**src/rtl/alu_pkg.sv**
```systemverilog
// Shared widths, ALU opcode set and sequencer state encoding for the
// UART-driven ALU command stage.
package alu_pkg;

  localparam int unsigned NB_DATA = 8;
  localparam int unsigned NB_OP   = 6;

  localparam logic [NB_OP-1:0] OP_ADD = 6'b100000;
  localparam logic [NB_OP-1:0] OP_SUB = 6'b100010;
  localparam logic [NB_OP-1:0] OP_AND = 6'b100100;
  localparam logic [NB_OP-1:0] OP_OR  = 6'b100101;
  localparam logic [NB_OP-1:0] OP_XOR = 6'b100110;
  localparam logic [NB_OP-1:0] OP_NOR = 6'b100111;
  localparam logic [NB_OP-1:0] OP_SRA = 6'b000011;
  localparam logic [NB_OP-1:0] OP_SRL = 6'b000010;

  typedef enum logic [2:0] {
    ST_IDLE,
    ST_GET_B,
    ST_GET_OP,
    ST_CAPTURE,
    ST_TX_RES,
    ST_TX_FLG
  } state_t;

  function automatic logic is_valid_op(input logic [NB_OP-1:0] op);
    case (op)
      OP_ADD, OP_SUB, OP_AND, OP_OR,
      OP_XOR, OP_NOR, OP_SRA, OP_SRL: return 1'b1;
      default:                        return 1'b0;
    endcase
  endfunction

endpackage

```
**src/rtl/alu_uart_sequencer_if.sv**
```systemverilog
// UART byte handshake between the sequencer (master) and the UART RX/TX pair (slave).
interface alu_uart_sequencer_if #(
  parameter int unsigned NB_DATA = alu_pkg::NB_DATA
);
  logic [NB_DATA-1:0] rx_data;
  logic               rx_done;
  logic               tx_done;
  logic               tx_start;
  logic [NB_DATA-1:0] tx_data;

  modport master (
    input  rx_data, rx_done, tx_done,
    output tx_start, tx_data
  );

  modport slave (
    output rx_data, rx_done, tx_done,
    input  tx_start, tx_data
  );
endinterface

```
**src/rtl/alu_uart_sequencer_gap_timer.sv**
```systemverilog
// Inter-byte gap counter: cleared per accepted byte, counts while enabled,
// flags expiry once it has sat at TIMEOUT_CYCLES-1.
module gap_timer #(
  parameter int unsigned TIMEOUT_CYCLES = 100000
) (
  input  logic i_clk,
  input  logic i_rst,
  input  logic i_clr,
  input  logic i_en,
  output logic o_expired
);
  localparam int unsigned NB_CNT = (TIMEOUT_CYCLES > 1) ? $clog2(TIMEOUT_CYCLES) : 1;
  localparam logic [NB_CNT-1:0] LAST = NB_CNT'(TIMEOUT_CYCLES - 1);

  logic [NB_CNT-1:0] cnt;

  always_ff @(posedge i_clk) begin
    if (i_rst || i_clr) begin
      cnt <= '0;
    end else if (i_en && (cnt != LAST)) begin
      cnt <= cnt + NB_CNT'(1);
    end
  end

  assign o_expired = i_en && (cnt == LAST);
endmodule

```
**src/rtl/alu_uart_sequencer.sv**
```systemverilog
// Assembles A/B/OP frames from UART RX bytes, drives the ALU operand registers
// and returns result and flags bytes through UART TX.
module alu_uart_sequencer
  import alu_pkg::*;
#(
  parameter int unsigned NB_DATA        = alu_pkg::NB_DATA,
  parameter int unsigned NB_OP          = alu_pkg::NB_OP,
  parameter int unsigned TIMEOUT_CYCLES = 100000
) (
  input  logic                 i_clk,
  input  logic                 i_rst,
  alu_uart_sequencer_if.master uart,
  output logic [NB_DATA-1:0]   o_data_a,
  output logic [NB_DATA-1:0]   o_data_b,
  output logic [NB_OP-1:0]     o_op,
  input  logic [NB_DATA-1:0]   i_alu_result,
  input  logic                 i_alu_zero,
  input  logic                 i_alu_overflow,
  output logic                 o_busy,
  output logic                 o_error
);
  state_t             state;
  logic [NB_DATA-1:0] flags;
  logic               byte_taken;
  logic               gap_en;
  logic               gap_expired;
  logic               opcode_ok;

  assign byte_taken = uart.rx_done &&
                      (state == ST_IDLE || state == ST_GET_B || state == ST_GET_OP);
  assign gap_en     = (state == ST_GET_B) || (state == ST_GET_OP);
  assign opcode_ok  = (uart.rx_data[NB_DATA-1:NB_OP] == '0) &&
                      is_valid_op(uart.rx_data[NB_OP-1:0]);

  gap_timer #(.TIMEOUT_CYCLES(TIMEOUT_CYCLES)) u_gap_timer (
    .i_clk     (i_clk),
    .i_rst     (i_rst),
    .i_clr     (byte_taken),
    .i_en      (gap_en),
    .o_expired (gap_expired)
  );

  always_ff @(posedge i_clk) begin
    if (i_rst) begin
      state         <= ST_IDLE;
      o_data_a      <= '0;
      o_data_b      <= '0;
      o_op          <= '0;
      flags         <= '0;
      uart.tx_data  <= '0;
      uart.tx_start <= 1'b0;
      o_busy        <= 1'b0;
      o_error       <= 1'b0;
    end else begin
      uart.tx_start <= 1'b0;
      o_error       <= 1'b0;
      case (state)
        ST_IDLE: if (uart.rx_done) begin
          o_data_a <= uart.rx_data;
          state    <= ST_GET_B;
          o_busy   <= 1'b1;
        end
        // A byte landing on the expiry cycle takes priority over the timeout.
        ST_GET_B: if (uart.rx_done) begin
          o_data_b <= uart.rx_data;
          state    <= ST_GET_OP;
        end else if (gap_expired) begin
          o_error <= 1'b1;
          state   <= ST_IDLE;
          o_busy  <= 1'b0;
        end
        ST_GET_OP: if (uart.rx_done) begin
          if (opcode_ok) begin
            o_op  <= uart.rx_data[NB_OP-1:0];
            state <= ST_CAPTURE;
          end else begin
            o_error <= 1'b1;
            state   <= ST_IDLE;
            o_busy  <= 1'b0;
          end
        end else if (gap_expired) begin
          o_error <= 1'b1;
          state   <= ST_IDLE;
          o_busy  <= 1'b0;
        end
        ST_CAPTURE: begin
          uart.tx_data  <= i_alu_result;
          flags         <= NB_DATA'({i_alu_overflow, i_alu_zero});
          uart.tx_start <= 1'b1;
          state         <= ST_TX_RES;
        end
        // Ignoring tx_done while tx_start is still high keeps starts non-adjacent.
        ST_TX_RES: if (uart.tx_done && !uart.tx_start) begin
          uart.tx_data  <= flags;
          uart.tx_start <= 1'b1;
          state         <= ST_TX_FLG;
        end
        ST_TX_FLG: if (uart.tx_done) begin
          state  <= ST_IDLE;
          o_busy <= 1'b0;
        end
        default: begin
          state  <= ST_IDLE;
          o_busy <= 1'b0;
        end
      endcase
    end
  end
endmodule
```
**src/flat_wrapper.sv**
```systemverilog
// flat-port wrapper written by rule: the top's interface ports become plain ports
module alu_uart_sequencer_flat import alu_pkg::*;
#(
  parameter int unsigned NB_DATA        = alu_pkg::NB_DATA,
  parameter int unsigned NB_OP          = alu_pkg::NB_OP,
  parameter int unsigned TIMEOUT_CYCLES = 100000
)
  (i_clk, i_rst, o_data_a, o_data_b, o_op, i_alu_result, i_alu_zero, i_alu_overflow, o_busy, o_error, uart_rx_data, uart_rx_done, uart_tx_done, uart_tx_start, uart_tx_data);
  alu_uart_sequencer_if #(.NB_DATA(NB_DATA)) uart_i ();
  input  logic i_clk;
  input  logic i_rst;
  output logic [NB_DATA-1:0] o_data_a;
  output logic [NB_DATA-1:0] o_data_b;
  output logic [NB_OP-1:0] o_op;
  input  logic [NB_DATA-1:0] i_alu_result;
  input  logic i_alu_zero;
  input  logic i_alu_overflow;
  output logic o_busy;
  output logic o_error;
  input wire logic [$bits(uart_i.rx_data)-1:0] uart_rx_data;
  input wire logic [$bits(uart_i.rx_done)-1:0] uart_rx_done;
  input wire logic [$bits(uart_i.tx_done)-1:0] uart_tx_done;
  output wire logic [$bits(uart_i.tx_start)-1:0] uart_tx_start;
  output wire logic [$bits(uart_i.tx_data)-1:0] uart_tx_data;
  assign uart_i.rx_data = uart_rx_data;
  assign uart_i.rx_done = uart_rx_done;
  assign uart_i.tx_done = uart_tx_done;
  assign uart_tx_start = uart_i.tx_start;
  assign uart_tx_data = uart_i.tx_data;
  alu_uart_sequencer #(.NB_DATA(NB_DATA), .NB_OP(NB_OP), .TIMEOUT_CYCLES(TIMEOUT_CYCLES)) u_core (.i_clk(i_clk), .i_rst(i_rst), .uart(uart_i), .o_data_a(o_data_a), .o_data_b(o_data_b), .o_op(o_op), .i_alu_result(i_alu_result), .i_alu_zero(i_alu_zero), .i_alu_overflow(i_alu_overflow), .o_busy(o_busy), .o_error(o_error));
endmodule
```
**config.mk**
```make
export PLATFORM = sky130hd
export DESIGN_NAME = alu_uart_sequencer_flat
export DESIGN_NICKNAME = d
export VERILOG_FILES = /design/src/rtl/alu_pkg.sv /design/src/rtl/alu_uart_sequencer_if.sv /design/src/rtl/alu_uart_sequencer_gap_timer.sv /design/src/rtl/alu_uart_sequencer.sv /design/src/flat_wrapper.sv
export SDC_FILE = /design/constraint.sdc
export NUM_CORES = 1
export LEC_CHECK = 0
export BUFFER_PORTS_ARGS = -buffer_cell sky130_fd_sc_hd__buf_4
export CAP_MARGIN = 25
export CORE_ASPECT_RATIO = 1.4
export CORE_MARGIN = 2
export CORE_UTILIZATION = 50
export DETAILED_ROUTE_END_ITERATION = 10
export GPL_ROUTABILITY_DRIVEN = 0
export GPL_TIMING_DRIVEN = 0
export HOLD_SLACK_MARGIN = 0.1
export PLACE_DENSITY = 0.74
export SETUP_SLACK_MARGIN = 0.15
export SLEW_MARGIN = 10
export SYNTH_ARGS = -nofsm -noshare
export SYNTH_HDL_FRONTEND = slang
export SYNTH_SLANG_ARGS = --single-unit
```
**constraint.sdc**
```tcl
create_clock -name i_clk -period 2.5 [get_ports i_clk]
set_clock_uncertainty 0.15 [all_clocks]
set_input_delay 0.125 -clock i_clk [delete_from_list [all_inputs] [get_ports i_clk]]
set_output_delay 0.125 -clock i_clk [all_outputs]
set_load 0.02 [all_outputs]
```
After elaboration in Yosys (flattened, before gate mapping)
Cells that the tools add are included.
{"block": "op_classes", "addsub": 1, "eq_ne": 20, "muxes": 25, "bitwise": 1, "n_reduce_logical": 21}
{"op": "$eq 6x6->1 const B", "count": 6}
{"op": "$mux 3", "count": 6}
{"op": "$pmux 3 s6", "count": 1}
{"op": "$add 17x1->17 const B", "count": 1}
{"op": "$eq 17x17->1 const B", "count": 1}
{"op": "$ne 17x17->1 const B", "count": 1}
{"op": "$pmux 8 s2", "count": 1}
{"op": "$eq 6x2->1 const B", "count": 2}
{"op": "$mux 1", "count": 12}
{"op": "$mux 8", "count": 1}
{"op": "$reduce_or 8->1", "count": 1}
{"op": "$eq 3x2->1 const B", "count": 2}
{"op": "$eq 3x3->1 const B", "count": 2}
{"op": "$ne 2x2->1 const B", "count": 3}
{"op": "$reduce_and 2->1", "count": 3}
{"op": "$reduce_and 3->1", "count": 2}
{"op": "$logic_and 1x1->1", "count": 5}
{"op": "$pmux 1 s5", "count": 1}
{"op": "$reduce_and 5->1", "count": 1}
{"op": "$logic_or 1x1->1", "count": 4}
{"op": "$pmux 1 s2", "count": 2}
{"op": "$eq 3x1->1 const B", "count": 1}
{"op": "$logic_not 3->1", "count": 1}
{"op": "$ne 3x3->1 const B", "count": 1}
{"op": "7 further kinds", "count": 7}
{"block": "totals", "register_bits": 55}

Longest topological paths before layout
Gate-level depths: netlist of run 1.
{"block": "logic_depth", "depth_word": 7, "ltp_mapped": 6, "mapped_depth_nobuf": 5}

Modules after synthesis
A second synthesis of run 1 with hierarchy kept.
{"block": "hier_totals", "cells_unflattened": 285, "area_unflattened_um2": 2524.9}
{"module": "alu_uart_sequencer", "instances": 1, "cells_per_inst": 172, "area_each_um2": 1594.0}
{"module": "gap_timer", "instances": 1, "cells_per_inst": 113, "area_each_um2": 930.9}

Worst setup path before layout of run 1
Ideal clock, no wire load.
{"block": "synth_timing", "path_kind": "reg-to-reg", "from": "reg u_core.u_gap_timer.cnt[0]", "to": "reg u_core.u_gap_timer.cnt[16]", "setup_time_ns": 0.070, "arrival_time_ns": 1.814, "required_ns": 2.280, "path_slack_ns": 0.465, "stages_incl_launch_ff": 7, "n_path_buf": 1, "cell_sequence": "dfxtp_1 ha_1 nand3_1 or4_1 buf_2 or4_1 a21oi_1"}
{"block": "synth_via", "elab_chain_len": 2, "elab_cells_between_ends": 3}
{"item": "start: declaration", "line_no": "alu_uart_sequencer_gap_timer.sv:15", "source": "logic [NB_CNT-1:0] cnt;"}
{"item": "start signal: assignment", "line_no": "alu_uart_sequencer_gap_timer.sv:21", "source": "cnt <= cnt + NB_CNT'(1);"}
{"item": "branches (longest 2 deep; another with $add 17x1->17)"}
Several ways; the timed one is not identified.
A chain may end at the register's enable or synchronous reset.

Worst setup path in the final report of run 1
{"block": "layout_timing", "from": "in uart_rx_data[4]", "to": "reg u_core.o_busy"}
{"block": "layout_via", "elab_chain_len": 6, "elab_cells_between_ends": 13}
{"item": "start: declaration", "line_no": "flat_wrapper.sv:20", "source": "input wire logic [$bits(uart_i.rx_data)-1:0] uart_rx_data;"}
{"item": "$eq 6x6->1 / $eq 6x2->1 (equally long branches)", "line_no": "alu_pkg.sv:27", "source": "case (op)"}
{"item": "$reduce_or 8->1 (*)", "line_no": "alu_pkg.sv:27"}
{"item": "$mux 1 (*)", "line_no": "alu_pkg.sv:27"}
{"item": "$logic_and 1x1->1 (*)", "line_no": "alu_uart_sequencer.sv:32", "source": "assign opcode_ok = (uart.rx_data[NB_DATA-1:NB_OP] == '0) &&"}
{"item": "$ne 3x3->1 (no line) (*)"}
{"item": "$reduce_and 5->1 (no line) (*)"}
{"item": "end signal: assignment", "line_no": "alu_uart_sequencer.sv:52", "source": "o_busy <= 1'b0;"}
{"item": "end signal: assignment", "line_no": "alu_uart_sequencer.sv:61", "source": "o_busy <= 1'b1;"}
{"item": "end signal: assignment", "line_no": "alu_uart_sequencer.sv:70", "source": "o_busy <= 1'b0;"}
{"item": "end: declaration", "line_no": "alu_uart_sequencer.sv:19", "source": "output logic o_busy,"}
Every way passes the cells marked *; elsewhere a longest branch is shown, timed or not.

==> results.py, run 1 <==
metrics = {
    "floorplan": {
        "dieArea_mm2": 0.00569,
        "io_pins": 55,
        "core_mm2": 0.00488,
        "dieWidth_um": 64.3,
        "num_rows": 30,
        "start_util_pct": 52.2,
        "die_h_um": 88.5,
    },
    "clocking": {
        "cts_inserted_buffers": 5,
        "clock_path_buffers": 2,
        "htree_num_levels": 2,
        "root_buffer": "clkbuf_8",
        "cts_tree": "built",
        "post_cts_buffers": 0,
        "cts_sinks": 55,
        "clk_pin_slew_ns": 0.10,
        "insertion_delay_ns": 0.31,
    },
    "yosys": {
        "synth_seq_cells": 55,
        "synth.top_cell.area_share_pct": 43.2,
        "yosysTopAreaCell": "dfxtp_1",
        "ys.flop_type": "dfxtp_1",
        "synthAdderAreaFrac_pct": 0.491,
        "synth_edf_count": 0,
        "synthTopCellsByArea": "dfxtp_1 43%, mux2i_1 7.1%, nand2_1 5.3%",
        "synth-compound-area-share_pct": 17.3,
        "synth_top_family_by_area": "simple AND/OR/NAND/NOR gates",
        "yosys.area_share.simple_pct": 25.7,
        "muxShareOfSynthArea_pct": 7.95,
        "yosysSeqAreaShare_pct": 43.2,
        "synth_area_mm2": 0.00255,
        "synthCells": 294,
        "synthArstFlopShare_pct": 0,
        "synth_xor_area_share_pct": 0.982,
        "syn_avg_cell_area_um2": 8.67,
        "syn_nets": 317,
        "synth_cell_types": 55,
        "yosysWarnings": 0,
    },
    "final_layout": {
        "multi_input_area_mm2": 0.00134,
        "drive_above_1_share_pct": 20.4,
        "most-common-layout-cells": "55 x buf_4, 55 x dfxtp_1, 36 x nand2_1",
        "fin_area_mm2": 0.00337,
        "fin_nets": 399,
        "n_antenna_cell": 0,
        "fill_cells": 411,
        "syn_to_final_growth_pct": 32.1,
        "seq_area_mm2": 0.00110,
    },
    "sta": {
        "tightest_slew_ns": 0.682,
        "rsz0062_at_grt": "yes",
        "fmax_mhz": 443,
        "finalSetupViolCount": 0,
        "tns_ns": 0,
        "fin_crit_ns": 2.26,
        "relSlewSlack_pct": 54.5,
        "hold_violations": 0,
        "slew_viol_final": 0,
        "fin_crit_sh_pct": 90.2,
    },
    "drt": {
        "wl_um": 6450,
        "wl_per_cell_um": 14.6,
        "drtIter0Drc": 134,
        "ant_nets": 0,
        "dr_total_vias": 2494,
        "drt_pass1_iterations": 5,
        "top_layer": "met4",
        "drc": 0,
        "wl_met1_um": 2620,
        "viasPerCell": 5.66,
        "wl_met2_um": 3380,
        "wl_met3_um": 351,
    },
    "critical_path": {
        "worstSetupEndpointType": "flop",
        "worst_setup_path_start_kind": "input pin",
        "worstSetupPathType": "input pin to flop",
        "r2r-end": "u_core.u_gap_timer.cnt[12]",
        "required_ns": 2.56,
        "ff2ff_path_depth": 6,
        "path_max_fanout": 6,
        "r2r_start": "u_core.u_gap_timer.cnt[0]",
        "r2r_slack_ns": 0.28,
        "arrival_ns": 2.32,
    },
    "outcome": {
        "status": "finished, final reports clean",
    },
    "global_route": {
        "gr-usage-all-layers_pct": 23.2,
        "grt_max_degree": 17,
        "antenna_found_initial": 0,
        "grt_first_pass_wirelength_um": 10500,
        "grt_pass1_vias": 2321,
        "grt_overflow": 0,
    },
    "worst_hold_path": {
        "holdPathEnd": "u_core.o_data_a[2]",
        "whs_path_depth": 2,
        "min_from": "u_core.o_data_a[2]",
        "hold_path.class": "flop to flop",
    },
    "place": {
        "post_dp_cell_area_mm2": 0.00303,
        "portBuffers": 54,
        "hpwl_um": 4450,
    },
    "job": {
        "cap_viol_max_count": 0,
    },
    "power_and_ir_drop": {
        "ir_drop_v": 0.000430,
        "p_per_area_mw_per_mm2": 542,
        "p_leak_uw": 0.00130,
    },
}
[sequential cells by signal, indices dropped and copies added (netlist names)]
register / cells
u_core.o_data_a: 8
u_core.uart.tx_start: 1
u_core.o_op: 6
u_core.o_error: 1
u_core.state: 3
u_core.o_data_b: 8
u_core.flags: 2
u_core.o_busy: 1
u_core.u_gap_timer.cnt: 17
u_core.uart.tx_data: 8
[critical path, cell delays in order]
cell	delay, ns
dlygate4sd3_1	0.56
buf_4	0.15
nor4_1	0.47
o2111ai_1	0.47
nor2b_1	0.30
a32o_1	0.25
[layer usage]
layer | vias to the layer above | track usage [%]
met5 | - | 0
met4 | 0 | 7.74
met3 | 10 | 4.83
met2 | 82 | 42.7
met1 | 1176 | 26.8
li1 | 1226 | -
[final cells by class]
cell class                 count  share of cell area (%)
buffer                        20                    2.64
clock inverter                 2                    1.04
clock buffer                   6                    2.45
timing repair buffer          75                    18.3
multi-input combinational    213                    39.8
inverter                       6                   0.669
tap                           64                    2.38
sequential                    55                    32.7
[cell usage after synthesis (3+ instances only)]
master and count:
inv_1 6, and2_1 4, a21oi_1 23, nand3_1 7, clkbuf_1 15, or4_1 10, dfxtp_1 55, nor2b_1 3
nor2_1 29, o21ai_0 5, nand2b_1 8, a22oi_1 6, mux2i_1 18, nand4_1 3, nand2_1 36, o31ai_1 7
nor3_1 4, a31oi_1 3, a211oi_1 3, o211ai_1 5
[through the flow]
stage | setup WS, ns | instances | total power, uW | util [%] | hold WS (ns)
2_1_floorplan | 0.465 | 294 | 1100 | - | 0.111
3_3_place_gp | 0.305 | 412 | 1190 | 62.2 | 0.223
3_5_place_dp | 0.276 | 412 | 1200 | 62.2 | 0.232
4_1_cts | 0.215 | 441 | 1830 | 68.9 | 0.317
5_1_grt | 0.141 | 441 | 1890 | 69.0 | 0.339
6_report | 0.244 | 441 | 1820 | 69.0 | 0.317
[cells by family after synthesis]
group,count (synthesis)
multiplexers,20
AND/OR/NAND/NOR,125
flip-flops,55
adder cells (fa/ha/maj),1
AO/OA/AOI/OAI,65
buffers and inverters,26
XOR/XNOR,2
[worst max-delay path by stage]
stage | start | to | slack [ns] | cells after the start
2_1_floorplan | u_core.u_gap_timer.cnt[0] | u_core.u_gap_timer.cnt[16] | 0.47 | 6
3_3_place_gp | u_core.u_gap_timer.cnt[0] | u_core.u_gap_timer.cnt[10] | 0.30 | 6
3_5_place_dp | u_core.u_gap_timer.cnt[0] | u_core.u_gap_timer.cnt[16] | 0.28 | 6
4_1_cts | uart_rx_done | u_core.o_busy | 0.21 | 7
5_1_grt | uart_rx_data[4] | u_core.o_busy | 0.14 | 6
6_report | uart_rx_data[4] | u_core.o_busy | 0.24 | 6
[where the power goes]
| part | switching, uW | total [uW] | internal, uW |
|---|---|---|---|
| clock network | 293 | 617 | 325 |
| registers | 15.0 | 917 | 902 |
| logic | 155 | 289 | 134 |
| total | 463 | 1820 | 1360 |
[what timing repair did]
action,4_1_cts,5_1_grt
endpoints found under the setup margin,0,12
hold endpoints to repair,35,0
gates resized for setup,0,2
hold buffers,21,0
(Power assumes the default switching activity.)
==> inputs of run 2 (changes only) <==
Settings changed: ABC_AREA from default to 1.
==> results.py, run 2 <==
metrics = {
    "final_layout": {
        "layout.cells.non_filler": 528,
        "largest_reg_flops": 17,
        "fin_nets": 484,
        "final_common_cell": "nand2_1",
        "n_antenna_cell": 0,
        "drive_above_1_share_pct": 20.3,
        "syn_to_final_growth_pct": 28.8,
        "top_register": "u_core.u_gap_timer.cnt",
        "most-common-layout-cells": "92 x nand2_1, 56 x buf_4, 55 x dfxtp_1",
    },
    "power_and_ir_drop": {
        "power_switching_uw": 619,
        "p_int_uw": 1320,
        "pwr-share-clk_pct": 24.9,
        "p_sw_share_pct": 31.9,
        "power_frac_seq_pct": 49.7,
        "total_power_uw": 1940,
        "p_leak_uw": 0.00144,
        "power_frac_comb_pct": 25.3,
        "p_per_area_mw_per_mm2": 570,
        "ir_drop_v": 0.000326,
    },
    "clocking": {
        "cts.repair.resized": 0,
        "insertion_delay_ns": 0.30,
        "post_cts_buffers": 0,
        "root_buffer": "clkbuf_8",
        "clk_pin_slew_ns": 0.09,
        "cts_tree": "built",
        "cts_inserted_buffers": 5,
        "holdBufCountCts": 19,
        "htree_num_levels": 2,
        "cts_sinks": 55,
        "clock_path_buffers": 2,
    },
    "global_route": {
        "grt_first_pass_wirelength_um": 11200,
        "grt_busiest_layer": "met2",
        "grt_use_met1_pct": 27.5,
        "grt_max_degree": 16,
        "grt_overflow": 0,
        "gr-usage-all-layers_pct": 23.6,
        "gr-usage-met3_pct": 3.88,
        "antenna_found_initial": 0,
        "grt_use_met2_pct": 42.3,
        "grt_pass1_vias": 2532,
    },
    "place": {
        "portBuffers": 54,
        "pre_cts_slack_ns": 0.618,
        "hpwl_um": 4820,
        "numPlacedInstances": 501,
    },
    "sta": {
        "fmax_mhz": 522,
        "tightest_slew_ns": 0.454,
        "slew_viol_final": 0,
        "fin_crit_sh_pct": 76.6,
        "worst_slack_ns": 0.584,
        "hold_violations": 0,
        "finalSetupViolCount": 0,
        "fin_crit_ns": 1.92,
        "tns_ns": 0,
        "rsz0062_at_grt": "no",
        "relSlewSlack_pct": 69.4,
    },
    "floorplan": {
        "die_h_um": 90.0,
        "start_util_pct": 51.6,
        "dieWidth_um": 65.4,
        "dieArea_mm2": 0.00589,
        "core_mm2": 0.00512,
        "num_rows": 31,
        "io_pins": 55,
    },
    "outcome": {
        "status": "finished, final reports clean",
    },
    "worst_hold_path": {
        "hold_path.class": "input pin to flop",
    },
    "yosys": {
        "synthTopCellsByArea": "dfxtp_1 42%, nand2_1 13%, nor2_1 7.0%",
        "synth_common_cells": "92 x nand2_1, 55 x dfxtp_1, 49 x nor2_1, 37 x inv_1",
        "synth_edf_count": 0,
        "yosysWarnings": 0,
        "synth_cell_types": 31,
        "ys.flop_type": "dfxtp_1",
        "synthArstFlopShare_pct": 0,
        "yosysSeqAreaShare_pct": 41.7,
        "synth_seq_cells": 55,
        "syn_avg_cell_area_um2": 6.93,
        "synth_area_mm2": 0.00264,
        "synthCells": 381,
        "yosysMostFrequentCell": "nand2_1",
        "yosysTopAreaCell": "dfxtp_1",
        "synth.top_cell.area_share_pct": 41.7,
        "syn_nets": 404,
    },
    "critical_path": {
        "worstSetupPathType": "flop to flop",
        "crit_path_frequent_cell": "nand2_1",
        "worstSetupEndpointType": "flop",
        "slowest_delay_ns": 0.41,
        "worst_setup_path_start_kind": "flop",
        "arrival_ns": 2.00,
        "cp_cell_sequence": "ha_1, nand2_1, inv_2, nand3_1, nor2_4, nand2_1, nand2_2, buf_4, nand2_1, a21oi_1",
        "required_ns": 2.59,
        "path_max_fanout": 10,
        "cpMaxStageDelayCell": "dfxtp_1",
    },
    "drt": {
        "wl_um": 6660,
        "wl_per_cell_um": 12.6,
        "viasPerCell": 5.08,
        "drt_pass1_iterations": 4,
        "drtIter0Drc": 162,
        "ant_nets": 0,
        "dr_total_vias": 2680,
        "drc": 0,
    },
    "job": {
        "cap_viol_max_count": 0,
    },
}
run 2: cell types whose count changed in the layout (fill, tap and decap cells not counted), moves of 18 or more:
cell / previous run / this run
nand3_1: 7 / 33
nor2_1: 29 / 49
nand2_1: 36 / 92
o21ai_0: 5 / 26
mux2i_1: 18 / 0
inv_1: 6 / 37
run 2: kinds of logic after synthesis:
family | synth area share, %
AOI/OAI and AO/OA | 15.9
xor gates and xnor gates | 1.33
adders and majority gates | 0.474
buffers and inverters | 8.05
DFF | 41.7
and+or+nand+nor | 32.5
run 2: worst paths after layout:
| path | slack [ns] | startpoint | cells past startpoint | endpoint |
|---|---|---|---|---|
| max | 0.58 | u_core.u_gap_timer.cnt[0] | 10 | u_core.u_gap_timer.cnt[9] |
| min reg2reg | 0.30 | u_core.o_op[4] | 2 | u_core.o_op[4] |
| min | 0.1 | i_rst | 4 | u_core.o_data_b[5] |
| max reg2reg | 0.58 | u_core.u_gap_timer.cnt[0] | 10 | u_core.u_gap_timer.cnt[9] |
run 2: routing by layer:
metal	part of all wire (%)	wire length [um]
met1	43	2840
met2	52	3470
met3	3.4	226
met4	2.0	130
met5	0	0
run 2: critical path, delay by kind of cell (launching register included):
| kind | cells | cell delay, ns |
|---|---|---|
| simple gates | 6 | 0.62 |
| flops | 1 | 0.41 |
| buf+inv | 2 | 0.28 |
| fa+ha+maj | 1 | 0.23 |
| compound gates | 1 | 0.14 |
run 2: layout make-up:
cell class / count / area (um^2)
clock buffers: 7 / 76.3
flip-flops and latches: 55 / 1100
multi-input cells: 275 / 1330
clock inverters: 1 / 5.00
plain buffers: 10 / 56.3
fillers: 438 / 1720
well taps: 66 / 82.6
inverters: 41 / 156
repair buffers: 73 / 596
run 2: power groups by stage:
| stage | sequential [uW] | combinational, uW | clock, uW |
|---|---|---|---|
| after floorplan | 1030 | 259 | 0 |
| after global placement | 982 | 462 | 0 |
| after detailed placement | 983 | 465 | 0 |
| after global routing | 971 | 546 | 525 |
| final | 965 | 491 | 484 |
| after CTS | 964 | 489 | 490 |
run 2: per-stage QoR:
| step | hold WS (ns) | area (um^2) | utilization [%] |
|---|---|---|---|
| floorplan | 0.110 | 2640 | - |
| global placement | 0.231 | 3130 | 61.1 |
| detailed placement | 0.233 | 3130 | 61.1 |
| CTS | 0.103 | 3400 | 66.4 |
| global route | 0.130 | 3400 | 66.4 |
| finish | 0.0993 | 3400 | 66.4 |
